$ cat config.mk
export PLATFORM = sky130hd
export DESIGN_NAME = pipe_stall_ctrl_flat
export DESIGN_NICKNAME = d
export VERILOG_FILES = /design/src/rtl/pipe_stall_ctrl_if.sv /design/src/rtl/pipe_stall_ctrl.sv /design/src/flat_wrapper.sv
export SDC_FILE = /design/constraint.sdc
export NUM_CORES = 1
export LEC_CHECK = 0
export BUFFER_PORTS_ARGS = -buffer_cell sky130_fd_sc_hd__clkbuf_2
export CORE_UTILIZATION = 30
export DETAILED_ROUTE_END_ITERATION = 10
export HOLD_SLACK_MARGIN = 0.12
export PLACE_DENSITY_LB_ADDON = 0.25
export SETUP_SLACK_MARGIN = 0.4
export SYNTH_ARGS = -nofsm -noshare
export SYNTH_HDL_FRONTEND = slang
export SYNTH_SLANG_ARGS = --single-unit
export TNS_END_PERCENT = 5
$ cat constraint.sdc
create_clock -name clk -period 2.2 [get_ports clk]
set_input_delay 0.44 -clock clk [delete_from_list [all_inputs] [get_ports clk]]
set_output_delay 0.44 -clock clk [all_outputs]
set_load 0.02 [all_outputs]
$ cat src/rtl/pipe_stall_ctrl_if.sv
`default_nettype none
// ============================================================================
//  Module      : pipe_stall_ctrl_if
//  Description : Hazard-request / pipeline-control bundle of pipe_stall_ctrl.
//  Revision    : 1.0 - initial release
// ============================================================================
interface pipe_stall_ctrl_if #(
   parameter int CNT_W = 16
);
   logic             itr_i;
   logic             branch_taken_i;
   logic             mem_busy_i;
   logic             cnt_clr_i;
   logic             pc_en_o;
   logic             fd_en_o;
   logic             de_en_o;
   logic             em_en_o;
   logic             mw_en_o;
   logic             de_bubble_o;
   logic             fd_flush_o;
   logic             de_flush_o;
   logic [1:0]       state_o;
   logic [CNT_W-1:0] stall_cnt_o;
   logic [CNT_W-1:0] flush_cnt_o;

   modport master (
      output itr_i, branch_taken_i, mem_busy_i, cnt_clr_i,
      input  pc_en_o, fd_en_o, de_en_o, em_en_o, mw_en_o,
      input  de_bubble_o, fd_flush_o, de_flush_o, state_o,
      input  stall_cnt_o, flush_cnt_o
   );

   modport slave (
      input  itr_i, branch_taken_i, mem_busy_i, cnt_clr_i,
      output pc_en_o, fd_en_o, de_en_o, em_en_o, mw_en_o,
      output de_bubble_o, fd_flush_o, de_flush_o, state_o,
      output stall_cnt_o, flush_cnt_o
   );
endinterface
`default_nettype wire

$ cat src/rtl/pipe_stall_ctrl.sv
`default_nettype none
// ============================================================================
//  Module      : pipe_stall_ctrl
//  Description : Turns hazard requests into per-stage enables, bubbles and
//                flushes for the 5-stage core; counts stall and flush events.
//  Revision    : 1.0 - initial release
// ============================================================================
module pipe_stall_ctrl #(
   parameter int FLUSH_CYCLES = 1,
   parameter int CNT_W        = 16
) (
   input  wire logic         clk,
   input  wire logic         n_reset,
   pipe_stall_ctrl_if.slave  bus
);

   localparam logic [1:0] S_RUN    = 2'd0;
   localparam logic [1:0] S_LSTALL = 2'd1;
   localparam logic [1:0] S_FLUSH  = 2'd2;
   localparam logic [1:0] S_FREEZE = 2'd3;

   localparam logic [1:0]       c_FLUSH_RELOAD = 2'(FLUSH_CYCLES - 1);
   localparam logic [CNT_W-1:0] c_CNT_MAX      = '1;

   logic [1:0]       r_state;
   logic [1:0]       r_ret_state;
   logic [1:0]       r_fcnt;
   logic [CNT_W-1:0] r_stall_cnt;
   logic [CNT_W-1:0] r_flush_cnt;

   logic [1:0]       w_state_nxt;
   logic [1:0]       w_ret_nxt;
   logic [1:0]       w_fcnt_nxt;
   logic [1:0]       w_eff_state;
   logic             w_flush_evt;
   logic             w_stall_evt;

   logic             w_pc_en;
   logic             w_fd_en;
   logic             w_de_en;
   logic             w_em_en;
   logic             w_mw_en;
   logic             w_de_bubble;
   logic             w_fd_flush;
   logic             w_de_flush;

   // Leaving FREEZE resumes the saved state within the same cycle.
   assign w_eff_state = (r_state == S_FREEZE) ? r_ret_state : r_state;

   always_ff @(posedge clk or negedge n_reset) begin
      if (!n_reset) begin
         r_state     <= S_RUN;
         r_ret_state <= S_RUN;
         r_fcnt      <= 2'd0;
      end else begin
         r_state     <= w_state_nxt;
         r_ret_state <= w_ret_nxt;
         r_fcnt      <= w_fcnt_nxt;
      end
   end

   always_comb begin
      w_state_nxt = r_state;
      w_ret_nxt   = r_ret_state;
      w_fcnt_nxt  = r_fcnt;
      w_flush_evt = 1'b0;
      if (bus.mem_busy_i) begin
         w_state_nxt = S_FREEZE;
         w_ret_nxt   = w_eff_state;
      end else if (bus.branch_taken_i) begin
         w_flush_evt = 1'b1;
         if (FLUSH_CYCLES > 1) begin
            w_state_nxt = S_FLUSH;
            w_fcnt_nxt  = c_FLUSH_RELOAD;
         end else begin
            w_state_nxt = S_RUN;
         end
      end else begin
         case (w_eff_state)
            S_FLUSH: begin
               w_fcnt_nxt  = r_fcnt - 2'd1;
               w_state_nxt = (r_fcnt == 2'd1) ? S_RUN : S_FLUSH;
            end
            S_RUN:   w_state_nxt = bus.itr_i ? S_LSTALL : S_RUN;
            default: w_state_nxt = S_RUN;
         endcase
      end
   end

   always_comb begin
      w_pc_en     = 1'b0;
      w_fd_en     = 1'b0;
      w_de_en     = 1'b0;
      w_em_en     = 1'b0;
      w_mw_en     = 1'b0;
      w_de_bubble = 1'b0;
      w_fd_flush  = 1'b0;
      w_de_flush  = 1'b0;
      if (n_reset && !bus.mem_busy_i) begin
         w_pc_en = 1'b1;
         w_fd_en = 1'b1;
         w_de_en = 1'b1;
         w_em_en = 1'b1;
         w_mw_en = 1'b1;
         if (bus.branch_taken_i || (w_eff_state == S_FLUSH)) begin
            w_fd_flush = 1'b1;
            w_de_flush = 1'b1;
         end else if ((w_eff_state == S_RUN) && bus.itr_i) begin
            w_pc_en     = 1'b0;
            w_fd_en     = 1'b0;
            w_de_bubble = 1'b1;
         end
      end
   end

   assign w_stall_evt = n_reset && !w_pc_en;

   // Clear wins over a same-cycle increment; both counters stick at max.
   always_ff @(posedge clk or negedge n_reset) begin
      if (!n_reset) begin
         r_stall_cnt <= '0;
         r_flush_cnt <= '0;
      end else if (bus.cnt_clr_i) begin
         r_stall_cnt <= '0;
         r_flush_cnt <= '0;
      end else begin
         if (w_stall_evt && (r_stall_cnt != c_CNT_MAX))
            r_stall_cnt <= r_stall_cnt + 1'b1;
         if (w_flush_evt && (r_flush_cnt != c_CNT_MAX))
            r_flush_cnt <= r_flush_cnt + 1'b1;
      end
   end

   assign bus.pc_en_o     = w_pc_en;
   assign bus.fd_en_o     = w_fd_en;
   assign bus.de_en_o     = w_de_en;
   assign bus.em_en_o     = w_em_en;
   assign bus.mw_en_o     = w_mw_en;
   assign bus.de_bubble_o = w_de_bubble;
   assign bus.fd_flush_o  = w_fd_flush;
   assign bus.de_flush_o  = w_de_flush;
   assign bus.state_o     = r_state;
   assign bus.stall_cnt_o = r_stall_cnt;
   assign bus.flush_cnt_o = r_flush_cnt;

endmodule
`default_nettype wire

$ cat src/flat_wrapper.sv
// flat-port wrapper written by rule: the top's interface ports become plain ports
module pipe_stall_ctrl_flat 
#(
   parameter int FLUSH_CYCLES = 1,
   parameter int CNT_W        = 16
)
  (clk, n_reset, bus_itr_i, bus_branch_taken_i, bus_mem_busy_i, bus_cnt_clr_i, bus_pc_en_o, bus_fd_en_o, bus_de_en_o, bus_em_en_o, bus_mw_en_o, bus_de_bubble_o, bus_fd_flush_o, bus_de_flush_o, bus_state_o, bus_stall_cnt_o, bus_flush_cnt_o);
  pipe_stall_ctrl_if #(.CNT_W(CNT_W)) bus_i ();
  input  wire logic clk;
  input  wire logic n_reset;
  input wire logic [$bits(bus_i.itr_i)-1:0] bus_itr_i;
  input wire logic [$bits(bus_i.branch_taken_i)-1:0] bus_branch_taken_i;
  input wire logic [$bits(bus_i.mem_busy_i)-1:0] bus_mem_busy_i;
  input wire logic [$bits(bus_i.cnt_clr_i)-1:0] bus_cnt_clr_i;
  output wire logic [$bits(bus_i.pc_en_o)-1:0] bus_pc_en_o;
  output wire logic [$bits(bus_i.fd_en_o)-1:0] bus_fd_en_o;
  output wire logic [$bits(bus_i.de_en_o)-1:0] bus_de_en_o;
  output wire logic [$bits(bus_i.em_en_o)-1:0] bus_em_en_o;
  output wire logic [$bits(bus_i.mw_en_o)-1:0] bus_mw_en_o;
  output wire logic [$bits(bus_i.de_bubble_o)-1:0] bus_de_bubble_o;
  output wire logic [$bits(bus_i.fd_flush_o)-1:0] bus_fd_flush_o;
  output wire logic [$bits(bus_i.de_flush_o)-1:0] bus_de_flush_o;
  output wire logic [$bits(bus_i.state_o)-1:0] bus_state_o;
  output wire logic [$bits(bus_i.stall_cnt_o)-1:0] bus_stall_cnt_o;
  output wire logic [$bits(bus_i.flush_cnt_o)-1:0] bus_flush_cnt_o;
  assign bus_i.itr_i = bus_itr_i;
  assign bus_i.branch_taken_i = bus_branch_taken_i;
  assign bus_i.mem_busy_i = bus_mem_busy_i;
  assign bus_i.cnt_clr_i = bus_cnt_clr_i;
  assign bus_pc_en_o = bus_i.pc_en_o;
  assign bus_fd_en_o = bus_i.fd_en_o;
  assign bus_de_en_o = bus_i.de_en_o;
  assign bus_em_en_o = bus_i.em_en_o;
  assign bus_mw_en_o = bus_i.mw_en_o;
  assign bus_de_bubble_o = bus_i.de_bubble_o;
  assign bus_fd_flush_o = bus_i.fd_flush_o;
  assign bus_de_flush_o = bus_i.de_flush_o;
  assign bus_state_o = bus_i.state_o;
  assign bus_stall_cnt_o = bus_i.stall_cnt_o;
  assign bus_flush_cnt_o = bus_i.flush_cnt_o;
  pipe_stall_ctrl #(.FLUSH_CYCLES(FLUSH_CYCLES), .CNT_W(CNT_W)) u_core (.clk(clk), .n_reset(n_reset), .bus(bus_i));
endmodule
==> flow_metrics.py, run 1 <==
metrics = {
    "drt": {
        "vias": 1828,
        "drc": 0,
        "dr.pass1.iters": 4,
        "vias_per_cell": 4.773,
        "drt-initial-drc-count": 59,
        "wire_per_inst_um": 13.23,
        "ant_nets": 0,
        "wl_mm": 5.068,
    },
    "final_layout": {
        "fillCellCount": 701,
        "nNetsFinal": 295,
        "diodes": 0,
        "multiInputGateArea_mm2": 0.001231,
        "syn_to_final_growth_pct": 30.16,
        "drive_gt1_frac": 0.3624,
        "register_area_um2": 955.9,
        "final_util": 0.4087,
    },
    "critical_path": {
        "regToRegEndpoint": "u_core.bus.stall_cnt_o[6]$_DFFE_PN0P_",
        "end_kind": "output pin",
        "crit_type": "flop to output pin",
        "reg2reg_from": "u_core.r_ret_state[1]$_DFFE_PN0P_",
        "rr_worst_depth": 7,
        "critPathMaxFanout": 3,
        "rrSetupSlack_ns": 0.35,
        "cp.required_ns": 1.76,
        "crit_path_start_kind": "flop",
        "arrival_ns": 1.43,
    },
    "clocking": {
        "cts_tree": "yes",
        "ctsHtreeMaxLevel": 2,
        "numCtsBuffers": 5,
        "clock_latency_ns": 0.29,
        "cts_max_path_buffers": 2,
        "cts.clk_slew.worst_paths_ns": 0.07,
        "cts_root_buf": "clkbuf_8",
        "clock-sinks": 38,
    },
    "synthesis": {
        "yosysTopAreaCell": "dfrtp_1",
        "yosysSeqAreaShare": 0.4408,
        "synth_edf_count": 0,
        "synth_top_cell_area_share": 0.4408,
        "synthDistinctLibCells": 44,
        "netlist_area_mm2": 0.002157,
        "synth_ff_type": "dfrtp_1",
        "synth_area_leaders": "dfrtp_1 44%, xnor2_1 8.5%, nor2_1 6.8%, nand3_1 3.2%, nor4_1 2.9%",
        "syn_inst": 225,
        "avgSynthCellArea_um2": 9.587,
        "ys_ff_latch": 38,
        "synth-async-reset-ratio": 1.000,
        "syn-num-nets": 234,
        "ys_warn_count": 0,
    },
    "floorplan": {
        "fp-row-count": 30,
        "die_x_um": 86.80,
        "die_y_um": 86.80,
        "num_io_pins": 48,
        "start_util": 0.3140,
        "core-area_mm2": 0.006869,
        "die-area_mm2": 0.007533,
    },
    "grt": {
        "antenna_found_initial": 0,
        "grt_pass1_vias": 1713,
        "track_usage": 0.1438,
        "grt_max_degree": 38,
        "grt_overflow_total": 0,
        "grt_pass1_wl_mm": 8.355,
    },
    "status": {
        "status": "finished, final reports clean",
    },
    "sta": {
        "setup_viol": 0,
        "post-route-min-period_ns": 1.870,
        "finalHoldViolCount": 0,
        "rsz0062_at_grt": "true",
        "fmax_ghz": 0.5347,
        "maxSlewHeadroom": 0.5584,
        "timing.final.max_slew_violations": 0,
        "timing.setup.tns_ns": 0,
        "worstMarginPinSlew_ns": 0.6625,
        "finalCritPeriodShare": 0.8501,
        "fin_worst_skew_ns": 0.004016,
    },
    "placement": {
        "numPortBuffers": 47,
        "place.gp.congestion": 0.7677,
        "dpl.hpwl_mm": 3.488,
    },
    "pwr": {
        "p_leak_nw": 1.149,
        "vdd_ir_drop_max_mv": 0.2442,
        "powerDensity_mw_per_mm2": 522.6,
    },
    "min_path": {
        "hold_class": "input pin to asynchronous set/reset pin",
    },
    "flow_run": {
        "drv_cap": 0,
    },
}
-- through the flow --
step                hold slack [ns]  worst slack [ns]  total power, W  cell area [um^2]  cells
finish                       0.3016            0.3298        0.001467              2808    383
floorplan                    0.1444            0.3679       0.0008911              2166    225
CTS                          0.3246            0.3224        0.001488              2684    379
detailed placement           0.2685            0.2443       0.0009486              2496    365
global placement             0.2699            0.2981       0.0009446              2496    365
global route                 0.3563            0.2570        0.001557              2808    383
-- what timing repair did --
| item | CTS | global route |
|---|---|---|
| hold buffers | 1 | 0 |
| hold endpoints to repair | 1 | 0 |
| setup endpoints to repair | 12 | 29 |
| gates resized for setup | 12 | 15 |
| pin swaps | 3 | 3 |
| setup buffers | 5 | 4 |
-- synthesized netlist by cell type, types with 4 or more instances --
library cell  count
nor2_1           39
dfrtp_1          38
xnor2_1          21
nand2_1          14
nand3_1          14
nor4_1           10
a21oi_1           6
nand4_1           6
nor3_1            6
o21ai_0           6
inv_1             5
nand2b_1          5
xor2_1            5
buf_4             4
or3_1             4
-- how the worst max path moves through the flow --
| stage | from | to | cells after the start |
|---|---|---|---|
| CTS | u_core.bus.state_o[0]$_DFF_PN0_ | bus_fd_en_o | 4 |
| global route | u_core.r_ret_state[1]$_DFFE_PN0P_ | u_core.bus.stall_cnt_o[11]$_DFFE_PN0P_ | 7 |
| detailed placement | u_core.bus.state_o[1]$_DFF_PN0_ | bus_fd_en_o | 4 |
| global placement | u_core.bus.state_o[0]$_DFF_PN0_ | bus_pc_en_o | 4 |
| finish | u_core.r_ret_state[1]$_DFFE_PN0P_ | bus_pc_en_o | 4 |
| floorplan | u_core.bus.state_o[1]$_DFF_PN0_ | bus_pc_en_o | 4 |
-- state kept, by name (all words and copies together) (netlist names) --
name	cells
u_core.bus.flush_cnt_o	16
u_core.bus.stall_cnt_o	16
u_core.bus.state_o	2
u_core.r_fcnt	2
u_core.r_ret_state	2
-- per-layer routing --
metal	up-vias	track usage	wire (um)
met5	-	0	0
met4	0	0.05455	70
met3	8	0.03143	185
met2	36	0.2212	2380
met1	872	0.1974	2432
li1	912	-	-
-- placed cells by master (no fill, tap or decap), drive strengths merged, types with 3 or more instances in the layout --
master	count
a21oi	6
and4	3
buf	17
clkbuf	54
dfrtp	38
ha	3
inv	5
nand2	14
nand2b	5
nand3	14
nand4	8
nor2	39
nor2b	3
nor3	7
nor4	13
o21ai	6
or3	4
xnor2	21
xor2	5
-- critical path, stage by stage, from the launching register on --
cell	delay, ns
dfrtp_1	0.40
and4bb_2	0.35
o21ai_4	0.07
and2_4	0.17
clkbuf_8	0.14
-- cells by family after synthesis --
| family | count (synthesis) | synth area share |
|---|---|---|
| xor+xnor | 26 | 0.1056 |
| compound gates | 19 | 0.06381 |
| simple gates | 121 | 0.3144 |
| flops | 38 | 0.4408 |
| fa+ha+maj | 3 | 0.01740 |
| mux | 2 | 0.009861 |
| buf+inv | 16 | 0.04814 |
-- where the power goes --
| group | internal [W] | switching (W) |
|---|---|---|
| clock network | 0.000253 | 0.000249 |
| logic | 0.0000880 | 0.000120 |
| registers | 0.000732 | 0.0000248 |
| total | 0.00107 | 0.000394 |
-- cell type report --
class,instances,area share
Multi-Input combinational cell,171,0.4385
Clock inverter,1,0.001783
Tap cell,96,0.04278
Clock buffer,7,0.03075
Inverter,5,0.006684
Sequential cell,38,0.3405
Timing Repair Buffer,65,0.1390
Note: power is estimated with default switching activity, not from simulation.
==> inputs of run 2 (changes only) <==
- SETUP_SLACK_MARGIN: 0.4 -> 0.1
==> flow_metrics.py, run 2 (same netlist as run 1, synthesis figures left out) <==
metrics = {
    "status": {
        "status": "finished, final reports clean",
    },
    "placement": {
        "dpl.hpwl_mm": 3.398,
        "numPortBuffers": 47,
        "postPlaceCellArea_mm2": 0.002487,
        "place.gp.congestion": 0.7723,
        "numPlacedInstances": 365,
    },
    "critical_path": {
        "regToRegEndpoint": "u_core.bus.flush_cnt_o[2]$_DFFE_PN0P_",
        "cp.required_ns": 2.35,
        "end_kind": "flop",
        "rr_worst_depth": 6,
        "crit_path_start_kind": "flop",
        "max_stage_delay_ns": 0.66,
        "cp_cell_sequence": "ha_1 -> nand4_2 -> or4_1 -> nand3_1 -> xor2_1 -> nor2_1",
        "critPathMaxFanout": 6,
        "crit_buf_inv": 0,
        "rrSetupSlack_ns": 0.23,
        "arrival_ns": 2.12,
        "crit_type": "flop to flop",
        "critPathTopFamily": "simple AND/OR/NAND/NOR gates",
        "reg2reg_from": "u_core.bus.flush_cnt_o[0]$_DFFE_PN0P_",
        "cpMaxStageDelayCell": "or4_1",
    },
    "flow_run": {
        "drv_cap": 0,
    },
    "floorplan": {
        "die_x_um": 86.80,
        "num_io_pins": 48,
        "die-area_mm2": 0.007533,
        "start_util": 0.3140,
        "fp-row-count": 30,
        "core-area_mm2": 0.006869,
        "die_y_um": 86.80,
    },
    "clocking": {
        "cts.clk_slew.worst_paths_ns": 0.08,
        "clock-sinks": 38,
        "cts_tree": "yes",
        "numCtsBuffers": 5,
        "clock_latency_ns": 0.29,
        "ctsHtreeMaxLevel": 2,
        "cts_root_buf": "clkbuf_8",
        "cts_max_path_buffers": 2,
    },
    "final_layout": {
        "drive_gt1_frac": 0.2806,
        "syn_to_final_growth_pct": 20.19,
        "nNetsFinal": 286,
        "diodes": 0,
        "fillCellCount": 691,
        "final_common_cell": "clkbuf_2",
        "final_cell_mix": "47 x clkbuf_2, 39 x nor2_1, 38 x dfrtp_1",
        "fin_area_mm2": 0.002592,
        "finalNonFillerCells": 374,
    },
    "drt": {
        "wl_mm": 4.757,
        "vias": 1787,
        "wire_per_inst_um": 12.72,
        "dr.pass1.iters": 4,
        "ant_nets": 0,
        "drt-initial-drc-count": 53,
        "drc": 0,
        "vias_per_cell": 4.778,
    },
    "grt": {
        "antenna_found_initial": 0,
        "grt_overflow_total": 0,
        "track_usage": 0.1353,
        "grt_pass1_wl_mm": 7.948,
        "grt_pass1_vias": 1596,
        "grt_max_degree": 33,
    },
    "min_path": {
        "hold_class": "input pin to asynchronous set/reset pin",
    },
    "pwr": {
        "combPwrFrac": 0.120,
        "seq_power_share": 0.529,
        "p_sw_w": 0.0003831,
        "switching_share": 0.2671,
        "p_int_w": 0.001051,
        "vdd_ir_drop_max_mv": 0.2307,
        "p_leak_nw": 1.095,
        "clockPowerShare": 0.351,
        "powerDensity_mw_per_mm2": 553.2,
    },
    "sta": {
        "maxSlewHeadroom": 0.5201,
        "fin_worst_skew_ns": 0.005803,
        "timing.final.max_slew_violations": 0,
        "rsz0062_at_grt": "true",
        "timing.setup.tns_ns": 0,
        "post-route-min-period_ns": 1.975,
        "setup_viol": 0,
        "finalCritPeriodShare": 0.8976,
        "worstMarginPinSlew_ns": 0.7198,
        "finalHoldViolCount": 0,
        "fmax_ghz": 0.5064,
    },
}
==> run 2: what timing repair did <==
action                     4_1_cts  5_1_grt
setup buffers                    0        0
pin swaps                        0        0
gates cloned                     0        0
resized for setup                1        1
setup endpoints to repair        3        4
hold endpoints to repair         8        0
hold buffers                     1        0
==> run 2: layout make-up <==
cell class / instances / area [um^2] / share of cell area
multi-input cells: 171 / 1106 / 0.4266
flip-flops and latches: 38 / 950.9 / 0.3668
repair buffers: 56 / 305.3 / 0.1178
well taps: 96 / 120.1 / 0.04633
clock buffers: 7 / 86.33 / 0.03330
inverters: 5 / 18.77 / 0.007239
clock inverters: 1 / 5.005 / 0.001930
==> run 2: how the worst max path moves through the flow <==
stage                                          startpoint                                endpoint  slack (ns)  cells after the start
detailed placement                         bus_mem_busy_i  u_core.bus.flush_cnt_o[15]$_DFFE_PN0P_        0.22                      6
finish              u_core.bus.flush_cnt_o[0]$_DFFE_PN0P_   u_core.bus.flush_cnt_o[2]$_DFFE_PN0P_        0.23                      6
global route        u_core.bus.flush_cnt_o[0]$_DFFE_PN0P_   u_core.bus.flush_cnt_o[7]$_DFFE_PN0P_        0.08                      6
floorplan           u_core.bus.flush_cnt_o[0]$_DFFE_PN0P_   u_core.bus.flush_cnt_o[7]$_DFFE_PN0P_        0.29                      6
CTS                       u_core.bus.state_o[1]$_DFF_PN0_                             bus_fd_en_o        0.11                      4
global placement    u_core.bus.flush_cnt_o[0]$_DFFE_PN0P_   u_core.bus.flush_cnt_o[7]$_DFFE_PN0P_        0.25                      6
==> run 2: power groups by stage <==
stage	Sequential (W)	Clock (W)	Combinational, W
after CTS	0.000759	0.000529	0.000177
final	0.000758	0.000503	0.000173
after detailed placement	0.000772	0	0.000175
after global placement	0.000772	0	0.000171
after floorplan	0.000777	0	0.000112
after global routing	0.000764	0.000552	0.000197
==> run 2: layer usage <==
layer	vias to the layer above	share of wire	global-route usage
met2	47	0.44	0.2062
met3	5	0.050	0.03238
li1	889	-	-
met1	846	0.50	0.1876
met5	-	0	0
met4	0	0.0092	0.04545
==> run 2: worst reg2reg max path, stage by stage, from the launching register on <==
cell     delay (ns)
dfrtp_1        0.41
ha_1           0.23
nand4_2        0.17
or4_1          0.67
nand3_1        0.14
xor2_1         0.16
nor2_1         0.05
==> run 2: through the flow <==
| step | power [W] | util | setup WS, ns | hold slack (ns) |
|---|---|---|---|---|
| final | 0.001434 | 0.3774 | 0.2254 | 0.2853 |
| after global routing | 0.001512 | 0.3774 | 0.08391 | 0.3246 |
| after global placement | 0.0009425 | 0.3621 | 0.2454 | 0.3446 |
| after CTS | 0.001465 | 0.3769 | 0.1095 | 0.2854 |
| after floorplan | 0.0008895 | - | 0.2850 | 0.1444 |
| after detailed placement | 0.0009470 | 0.3621 | 0.2248 | 0.3456 |
==> inputs of run 3 (changes only) <==
==> constraint.sdc (replaced) <==
create_clock -name clk -period 2.2 [get_ports clk]
set_input_delay 0.11 -clock clk [delete_from_list [all_inputs] [get_ports clk]]
set_output_delay 0.11 -clock clk [all_outputs]
set_load 0.02 [all_outputs]
==> flow_metrics.py, run 3 (same netlist as run 1, synthesis figures left out) <==
metrics = {
    "critical_path": {
        "reg2reg_from": "u_core.bus.flush_cnt_o[0]$_DFFE_PN0P_",
        "regToRegEndpoint": "u_core.bus.flush_cnt_o[7]$_DFFE_PN0P_",
        "critPathMaxFanout": 6,
        "crit_path_start_kind": "flop",
        "cp.required_ns": 2.35,
        "end_kind": "flop",
        "arrival_ns": 2.08,
        "rr_worst_depth": 6,
        "crit_type": "flop to flop",
        "rrSetupSlack_ns": 0.27,
    },
    "final_layout": {
        "multiInputGateArea_mm2": 0.001102,
        "register_area_um2": 950.9,
        "drive_gt1_frac": 0.2727,
        "diodes": 0,
        "fillCellCount": 747,
        "final_common_cell": "clkbuf_2",
        "fin_area_mm2": 0.002570,
        "final_cell_mix": "47 x clkbuf_2, 39 x nor2_1, 38 x dfrtp_1",
        "nNetsFinal": 283,
        "syn_to_final_growth_pct": 19.14,
    },
    "sta": {
        "timing.setup.tns_ns": 0,
        "rsz0062_at_grt": "true",
        "finalCritPeriodShare": 0.8751,
        "maxSlewHeadroom": 0.5632,
        "post-route-min-period_ns": 1.925,
        "timing.final.max_slew_violations": 0,
        "setup_viol": 0,
        "fmax_ghz": 0.5194,
        "worstMarginPinSlew_ns": 0.6551,
        "fin_worst_skew_ns": 0.009287,
        "finalHoldViolCount": 0,
    },
    "clocking": {
        "cts_max_path_buffers": 2,
        "cts.clk_slew.worst_paths_ns": 0.08,
        "cts_tree": "yes",
        "numCtsBuffers": 5,
        "cts_resized": 0,
        "cts_root_buf": "clkbuf_8",
        "clock-sinks": 38,
        "clock_latency_ns": 0.29,
        "ctsHtreeMaxLevel": 2,
    },
    "drt": {
        "vias_per_cell": 4.798,
        "vias": 1780,
        "dr.pass1.iters": 4,
        "drc": 0,
        "wire_per_inst_um": 12.51,
        "ant_nets": 0,
        "drt-initial-drc-count": 97,
        "wl_mm": 4.643,
    },
    "grt": {
        "busiest_layer": "met2",
        "grt_pass1_vias": 1645,
        "track_usage": 0.1351,
        "grt_use_met2": 0.2076,
        "antenna_found_initial": 0,
        "grt_overflow_total": 0,
        "met1_usage": 0.1895,
        "grt_max_degree": 39,
        "grt_pass1_wl_mm": 7.941,
        "use_met3": 0.02667,
    },
    "floorplan": {
        "start_util": 0.3140,
        "core-area_mm2": 0.006869,
        "num_io_pins": 48,
        "die-area_mm2": 0.007533,
        "die_y_um": 86.80,
        "fp-row-count": 30,
        "die_x_um": 86.80,
    },
    "pwr": {
        "switching_share": 0.2683,
        "clockPowerShare": 0.353,
        "p_sw_w": 0.0003838,
        "combPwrFrac": 0.117,
        "p_leak_nw": 1.078,
        "powerDensity_mw_per_mm2": 556.6,
        "vdd_ir_drop_max_mv": 0.2105,
        "p_int_w": 0.001047,
        "seq_power_share": 0.530,
    },
    "placement": {
        "dpl.hpwl_mm": 3.329,
        "place.gp.congestion": 0.7438,
        "postPlaceCellArea_mm2": 0.002465,
        "numPortBuffers": 47,
    },
    "min_path": {
        "hold_class": "input pin to flop",
        "min_from": "bus_mem_busy_i",
        "min_to": "u_core.bus.state_o[0]$_DFF_PN0_",
        "holdPathStages": 2,
    },
    "flow_run": {
        "drv_cap": 0,
    },
    "status": {
        "status": "finished, final reports clean",
    },
}
-- run 3: metrics by stage --
| stage | utilization | hold slack (ns) | total power, W | std cells | setup WS (ns) |
|---|---|---|---|---|---|
| after CTS | 0.3741 | 0.1838 | 0.001465 | 371 | 0.2611 |
| after detailed placement | 0.3588 | 0.2942 | 0.0009435 | 362 | 0.2693 |
| after floorplan | - | -0.1856 | 0.0008895 | 225 | 0.2850 |
| after global placement | 0.3588 | 0.2927 | 0.0009374 | 362 | 0.3365 |
| after global routing | 0.3741 | 0.2075 | 0.001511 | 371 | 0.09273 |
| final | 0.3741 | 0.1892 | 0.001431 | 371 | 0.2748 |
-- run 3: power by group through the flow --
stage	clock, W	combinational [W]	sequential [W]
after floorplan	0	0.000112	0.000777
after detailed placement	0	0.000170	0.000774
after global routing	0.000554	0.000191	0.000766
after global placement	0	0.000166	0.000772
final	0.000505	0.000167	0.000759
after CTS	0.000533	0.000172	0.000760
-- run 3: cell type report --
type	count	share of cell area
inverter	5	0.007303
clock inverter	2	0.004869
sequential	38	0.3700
clock buffer	6	0.03213
timing repair buffer	53	0.1100
multi-input combinational	171	0.4289
tap	96	0.04674
-- run 3: worst max path at each step --
| stage | depth (start not counted) | slack [ns] | to | from |
|---|---|---|---|---|
| global placement | 6 | 0.34 | u_core.bus.flush_cnt_o[2]$_DFFE_PN0P_ | u_core.bus.flush_cnt_o[0]$_DFFE_PN0P_ |
| global route | 6 | 0.09 | u_core.bus.flush_cnt_o[7]$_DFFE_PN0P_ | u_core.bus.flush_cnt_o[0]$_DFFE_PN0P_ |
| finish | 6 | 0.27 | u_core.bus.flush_cnt_o[7]$_DFFE_PN0P_ | u_core.bus.flush_cnt_o[0]$_DFFE_PN0P_ |
| CTS | 6 | 0.26 | u_core.bus.flush_cnt_o[7]$_DFFE_PN0P_ | u_core.bus.flush_cnt_o[0]$_DFFE_PN0P_ |
| detailed placement | 6 | 0.27 | u_core.bus.flush_cnt_o[2]$_DFFE_PN0P_ | u_core.bus.flush_cnt_o[0]$_DFFE_PN0P_ |
| floorplan | 6 | 0.29 | u_core.bus.flush_cnt_o[7]$_DFFE_PN0P_ | u_core.bus.flush_cnt_o[0]$_DFFE_PN0P_ |
-- run 3: what timing repair did --
| item | in CTS | in global routing |
|---|---|---|
| setup endpoints to repair | 0 | 2 |
| setup buffers | 0 | 0 |
| hold buffers | 1 | 0 |
| hold endpoints to repair | 38 | 0 |
-- run 3: critical path, cell delays in order, from the launching register on --
cell     delay, ns
dfrtp_1       0.41
ha_1          0.22
nand4_2       0.16
or4_1         0.65
nand4_1       0.15
xor2_1        0.14
nor2_1        0.05
-- run 3: per-layer routing --
metal | vias to the layer above | share of wire
met5 | - | 0
met2 | 40 | 0.46
met1 | 851 | 0.49
met3 | 2 | 0.040
li1 | 887 | -
met4 | 0 | 0.0058
